`config.mk`:
```
export PLATFORM = sky130hd
export DESIGN_NAME = sram_arbiter
export DESIGN_NICKNAME = d
export VERILOG_FILES = /design/src/rtl/sram_arbiter_pkg.sv /design/src/rtl/sram_arbiter_pick.sv /design/src/rtl/sram_arbiter.sv
export SDC_FILE = /design/constraint.sdc
export NUM_CORES = 1
export LEC_CHECK = 0
export BUFFER_PORTS_ARGS = -buffer_cell sky130_fd_sc_hd__buf_2
export CORE_AREA = 3 3 101 103
export CTS_CLUSTER_SIZE = 20
export DETAILED_ROUTE_END_ITERATION = 7
export DIE_AREA = 0 0 104 106
export MAX_ROUTING_LAYER = met4
export PLACE_DENSITY = 0.49
export REMOVE_ABC_BUFFERS = 1
export SLEW_MARGIN = 20
export SYNTH_ARGS = -nofsm -noshare
export SYNTH_HDL_FRONTEND = slang
export SYNTH_SLANG_ARGS = --single-unit
```
`constraint.sdc`:
```
create_clock -name clk -period 0.8 [get_ports clk]
set_input_delay 0.04 -clock clk [delete_from_list [all_inputs] [get_ports clk]]
set_output_delay 0.04 -clock clk [all_outputs]
set_load 0.05 [all_outputs]
```
`src/rtl/sram_arbiter_pkg.sv`:
```
// Shared types and constants for the two-port SRAM arbiter.
package sram_arbiter_pkg;

  localparam int ADDR_W = 32;
  localparam int DATA_W = 32;

  localparam int GNT_INST = 0;
  localparam int GNT_DATA = 1;

  typedef enum logic {
    OWN_INST = 1'b0,
    OWN_DATA = 1'b1
  } owner_e;

  typedef struct packed {
    logic   valid;
    owner_e owner;
  } slot_t;

  // Last grant is treated as inst after reset so that data wins the first conflict.
  localparam owner_e PTR_RST = OWN_INST;

  function automatic owner_e gnt_owner(input logic [1:0] gnt);
    return gnt[GNT_DATA] ? OWN_DATA : OWN_INST;
  endfunction

endpackage

```
`src/rtl/sram_arbiter_pick.sv`:
```
// arb_pick_2: grant decision between the inst and data requesters.
module arb_pick_2
  import sram_arbiter_pkg::*;
(
  input  logic       req_inst_i,
  input  logic       req_data_i,
  input  owner_e     last_i,
  output logic [1:0] gnt_o
);

  always_comb begin
    gnt_o = '0;
    if (req_inst_i && req_data_i) begin
      // On conflict the side that did not win last time takes this cycle.
      if (last_i == OWN_DATA) gnt_o[GNT_INST] = 1'b1;
      else                    gnt_o[GNT_DATA] = 1'b1;
    end else if (req_data_i) begin
      gnt_o[GNT_DATA] = 1'b1;
    end else if (req_inst_i) begin
      gnt_o[GNT_INST] = 1'b1;
    end
  end

endmodule

```
`src/rtl/sram_arbiter.sv`:
```
// Shares one SRAM between instruction fetch and load/store ports.
// Define ARB_RR_EN for round-robin conflict resolution; otherwise data always wins.
module sram_arbiter
  import sram_arbiter_pkg::*;
#(
  parameter int RD_LAT = 1
) (
  input  logic              clk,
  input  logic              resetn,
  input  logic              inst_req,
  input  logic [ADDR_W-1:0] inst_addr,
  output logic              inst_rdy,
  output logic              inst_rvalid,
  output logic [DATA_W-1:0] inst_rdata,
  input  logic              data_req,
  input  logic              data_we,
  input  logic [ADDR_W-1:0] data_addr,
  input  logic [DATA_W-1:0] data_wdata,
  output logic              data_rdy,
  output logic              data_rvalid,
  output logic [DATA_W-1:0] data_rdata,
  output logic              sram_en,
  output logic              sram_we,
  output logic [ADDR_W-1:0] sram_addr,
  output logic [DATA_W-1:0] sram_wdata,
  input  logic [DATA_W-1:0] sram_rdata
);

  logic                     inst_req_v;
  logic                     data_req_v;
  logic [1:0]               gnt;
  logic                     accept;
  logic                     rd_accept;
  owner_e                   acc_owner;
  owner_e                   last_own;
  slot_t [RD_LAT-1:0]       pipe_q;
  slot_t [RD_LAT-1:0]       pipe_d;
  slot_t                    head;

  // Requests are masked while in reset so rdy and sram_en drop immediately.
  assign inst_req_v = inst_req & resetn;
  assign data_req_v = data_req & resetn;

  arb_pick_2 u_pick (
    .req_inst_i (inst_req_v),
    .req_data_i (data_req_v),
    .last_i     (last_own),
    .gnt_o      (gnt)
  );

  assign inst_rdy  = gnt[GNT_INST];
  assign data_rdy  = gnt[GNT_DATA];
  assign accept    = |gnt;
  assign acc_owner = gnt_owner(gnt);
  assign rd_accept = accept & ~(gnt[GNT_DATA] & data_we);

`ifdef ARB_RR_EN
  owner_e last_q;
  owner_e last_d;

  always_comb begin
    last_d = last_q;
    if (accept) last_d = acc_owner;
  end

  always_ff @(posedge clk or negedge resetn) begin
    if (!resetn) last_q <= PTR_RST;
    else         last_q <= last_d;
  end

  assign last_own = last_q;
`else
  assign last_own = PTR_RST;
`endif

  assign sram_en    = accept;
  assign sram_we    = gnt[GNT_DATA] & data_we;
  assign sram_addr  = gnt[GNT_DATA] ? data_addr : inst_addr;
  assign sram_wdata = data_wdata;

  always_comb begin
    pipe_d          = pipe_q;
    pipe_d[0].valid = rd_accept;
    pipe_d[0].owner = acc_owner;
    for (int i = 1; i < RD_LAT; i++) pipe_d[i] = pipe_q[i-1];
  end

  // Clearing the owner pipeline drops any read that was in flight at reset.
  always_ff @(posedge clk or negedge resetn) begin
    if (!resetn) pipe_q <= '0;
    else         pipe_q <= pipe_d;
  end

  assign head        = pipe_q[RD_LAT-1];
  assign inst_rvalid = head.valid & (head.owner == OWN_INST);
  assign data_rvalid = head.valid & (head.owner == OWN_DATA);
  assign inst_rdata  = sram_rdata;
  assign data_rdata  = sram_rdata;

endmodule
```
Word-level counts from Yosys, hierarchy flattened
Cells that the tools add are included. W data, S select, Z words.

Bitwise logic cells: 8. Muxes and demuxes: 6. Reductions and logical operators: 2.

Operators with widths (number): $mux W32 (1); $and A1 B1 Y1 (6); $mux W1 (4); $mux W2 (1); $not A1 Y1 (2); $reduce_or A2 Y1 (1); $logic_and A1 B1 Y1 (1).

Bits of input ports: 133. Word-level logic and storage cells: 18. Register bits after elaboration: 2.

Depth between registers and ports, before layout
Depth in word-level cells: 7. Depth in mapped cells: 3.

By module
From an unflattened synthesis, not the netlist that was laid out.

Cell total of the unflattened synthesis: 146. Area, all modules: 1367.6 um^2.

By module, submodules not included: sram_arbiter (cells each 143, times used 1, area an instance 1348.8 um^2); arb_pick_2 (cells each 3, times used 1, area an instance 18.8 um^2).

Worst setup path before layout
No wires, ideal clock.

Path kind: register to output. Start point: register pipe_q (netlist bit head[0]). End point: output inst_rvalid. Arrival time: 1050 ps. Stages on the path, launching flop included: 2. Slack: -290 ps. Data required time: 760 ps. Cells stage by stage: dfrtp_1 -> nor2b_1.

Longest elaborated chain between the ends: 2.

RTL lines: from (decl) (RTL line sram_arbiter.sv:36) `slot_t [RD_LAT-1:0] pipe_q;`; from (signal assigned) (RTL line sram_arbiter.sv:91) `else pipe_q <= pipe_d;`; $not A1 Y1 (RTL line sram_arbiter.sv:95) `assign inst_rvalid = head.valid & (head.owner == OWN_INST);`; $and A1 B1 Y1 (RTL line sram_arbiter.sv:95); to (decl) (RTL line sram_arbiter.sv:13) `output logic inst_rvalid,`.

Every way passes these cells.

Worst setup path in the final report
Start point: input data_req. End point: output sram_addr[28].

Longest elaborated chain between the ends: 4.

RTL lines: from (decl) (RTL line sram_arbiter.sv:15) `input logic data_req,`; $and A1 B1 Y1 * (RTL line sram_arbiter.sv:42) `assign data_req_v = data_req & resetn;`; $mux W1 or $logic_and A1 B1 Y1 (tied branches) (RTL line sram_arbiter_pick.sv:17, sram_arbiter_pick.sv:13); $mux W2 * (RTL line sram_arbiter_pick.sv:13) `if (req_inst_i && req_data_i) begin`; $mux W32 * (RTL line sram_arbiter.sv:78) `assign sram_addr = gnt[GNT_DATA] ? data_addr : inst_addr;`; to (decl) (RTL line sram_arbiter.sv:24) `output logic [ADDR_W-1:0] sram_addr,`.

Every way passes the cells marked *; elsewhere a longest branch is shown, timed or not.

==> impl_metrics.tcl <==
set metrics [dict create \
    largest_reg_flops 2 \
    drc 0 \
    finalHoldViolCount 0 \
    min_period_ps 999 \
    yosysSeqAreaShare_pct 3.74 \
    cp-start-kind "input port" \
    die_w_um 104 \
    vdd_ir_drop_max_mv 0.292 \
    cp_max_fo 5 \
    p_comb_share_pct 74.7 \
    grt_pass1_wl_mm 14.3 \
    area_growth_pct 36.4 \
    rsz0062_at_grt "true" \
    violations "setup timing" \
    cts_tree "built" \
    antenna_cells 0 \
    grt_use_total_pct 20.9 \
    switchingPower_mw 0.870 \
    syn_area_per_cell_um2 9.30 \
    postRouteWirelength_mm 11.8 \
    drt-vias-per-instance 3.67 \
    synthCells 144 \
    htree_levels 1 \
    numClockSinks 2 \
    clock_path_buffers 2 \
    crit_family "buffers and inverters" \
    ant_nets 0 \
    fin_nets 301 \
    p_sw_share_pct 43.4 \
    status "finished, violations left" \
    via_count 1082 \
    wl_per_cell_um 40.0 \
    io_buffers 106 \
    layout_setup_ws_ps -199 \
    clock-root-buffer "clkbuf_8" \
    grt_overflow 0 \
    slowest_delay_ps 300 \
    ys.warnings.count 0 \
    cp_data_required_time_ps 760 \
    place_ws_ps -259 \
    crit_type "in -> out" \
    hold_start "sram_rdata[0]" \
    p_leak_nw 0.986 \
    synth_cell_types 16 \
    firstDrtPassIters 4 \
    num_rows 35 \
    cp_common_cell "buf_6" \
    fp.dieH_um 106 \
    end_kind "primary output" \
    netlist_area_um2 1340 \
    timing.final.crit_share_pct 125 \
    max_cap_viol_count 0 \
    clock.fmax_mhz 1000 \
    path_buf_inv 4 \
    drt_iter0_drc 56 \
    seq_power_share_pct 5.6 \
    cp.arrival_ps 960 \
    p_int_mw 1.13 \
    synth_seq_cells 2 \
    hpwl_mm 10.6 \
    crit_chain "buf_8 -> nand2_8 -> buf_6 -> clkbuf_16 -> mux2_4 -> buf_6" \
    slew_viol_final 0 \
    holdCritPathClass "in -> out" \
    ios 267 \
    cpMaxStageDelayCell "mux2_4" \
    slew-limit-headroom_pct 83.0 \
    finalPower_mw 2.00 \
    power_density_nw_per_um2 1100 \
    min_to "data_rdata[0]" \
    antenna_found_initial 0 \
    core_um2 9280 \
    worst_slew_pin_slew_ps 256 \
    grt_max_degree 11 \
    min_path_cells 0 \
    grt_pass1_vias 1184 \
    setup_viol 34 \
    fill_cells 1049 \
    drive_above_1_share_pct 93.4 \
    gp_congestion 0.816 \
    die-area_um2 11000 \
    clock_power_share_pct 19.7 \
    cts_buffers 3 \
    start_util_pct 14.4 \
]
stage by stage:
stage	hold WS (ps)	cells	instance area (µm²)	util, %	TNS [ps]
floorplan	-256	45	584	-	-11860
CTS	80.5	296	1830	19.7	-5750
detailed placement	-43.9	284	1360	14.7	-7490
global route	80.2	295	1830	19.7	-5850
finish	80.2	295	1830	19.7	-5090
global placement	-44.1	284	1360	14.7	-7370
worst max-delay path by stage:
stage / startpoint / to / slack (ps) / cells after the start
after CTS: data_req / sram_addr[23] / -200 / 6
final: data_req / sram_addr[28] / -200 / 6
after global placement: resetn / sram_addr[21] / -260 / 5
after detailed placement: resetn / sram_addr[21] / -260 / 5
after global routing: head[0] / inst_rvalid / -220 / 2
after floorplan: resetn / head[0] / -560 / 2
logic make-up (layout without fill, tap and decap cells):
logic type             after synthesis  count (layout)  synth area share, %
flip-flops                           2               2                 3.74
multiplexers                        32              32                 35.0
buffers and inverters              100             122                 56.6
AO/OA/AOI/OAI                        2               2                 1.12
AND/OR/NAND/NOR                      8               8                 3.46
metal layers:
layer | up-vias | global-route usage (%) | share of wire (%)
met4 | 0 | 1.14 | 0.034
met3 | 2 | 30.0 | 31
li1 | 413 | - | -
met5 | - | - | 0
met2 | 205 | 35.8 | 50
met1 | 462 | 11.2 | 19
synth_stat cells:
library cell / n / area (µm²)
nand2_1: 1 / 3.75
or2b_1: 1 / 7.51
dfrtp_1: 2 / 50.1
mux2_4: 29 / 435
buf_4: 96 / 721
nor2b_1: 1 / 6.26
buf_6: 3 / 33.8
mux2_2: 3 / 33.8
nand2b_1: 1 / 6.26
and2_1: 1 / 6.26
nand2_2: 1 / 6.26
o21a_1: 1 / 7.51
nor2_1: 1 / 3.75
and3_1: 1 / 6.26
a21boi_0: 1 / 7.51
inv_1: 1 / 3.75
cell type report:
| type | count | area (µm²) | share of cell area [%] |
|---|---|---|---|
| multi-input combinational | 42 | 558 | 30.5 |
| clock buffer | 3 | 41.3 | 2.26 |
| inverter | 1 | 6.26 | 0.342 |
| timing repair buffer | 118 | 1010 | 55.3 |
| tap | 129 | 161 | 8.84 |
| sequential | 2 | 50.0 | 2.74 |
timing repair:
item                       in CTS  in global routing
gates resized for setup        91                  5
cloned                          3                  1
setup endpoints to repair      34                 35
hold buffers                    1                  0
hold endpoints to repair        2                  0
setup buffers                   5                  0
pin swaps                       2                  0
power groups by stage:
stage / sequential, mW / clock [mW] / combinational, mW
final: 0.111 / 0.395 / 1.50
after floorplan: 0.110 / 0 / 0.796
after detailed placement: 0.111 / 0 / 1.16
after CTS: 0.110 / 0.408 / 1.50
after global placement: 0.111 / 0 / 1.15
after global routing: 0.111 / 0.416 / 1.56
cell usage in the layout, fill, tap and decap left out, drive strengths merged:
master       synthesis  final
a21boi               1      1
inv                  1      1
dfrtp                2      2
mux2                32     32
nand2                2      2
nand2b               1      1
clkbuf               0      4
or2b                 1      1
buf                 99    116
nor2b                1      1
and2                 1      1
o21a                 1      1
dlygate4sd3          0      1
and3                 1      1
nor2                 1      1
Power figures use the tool's default switching activity.
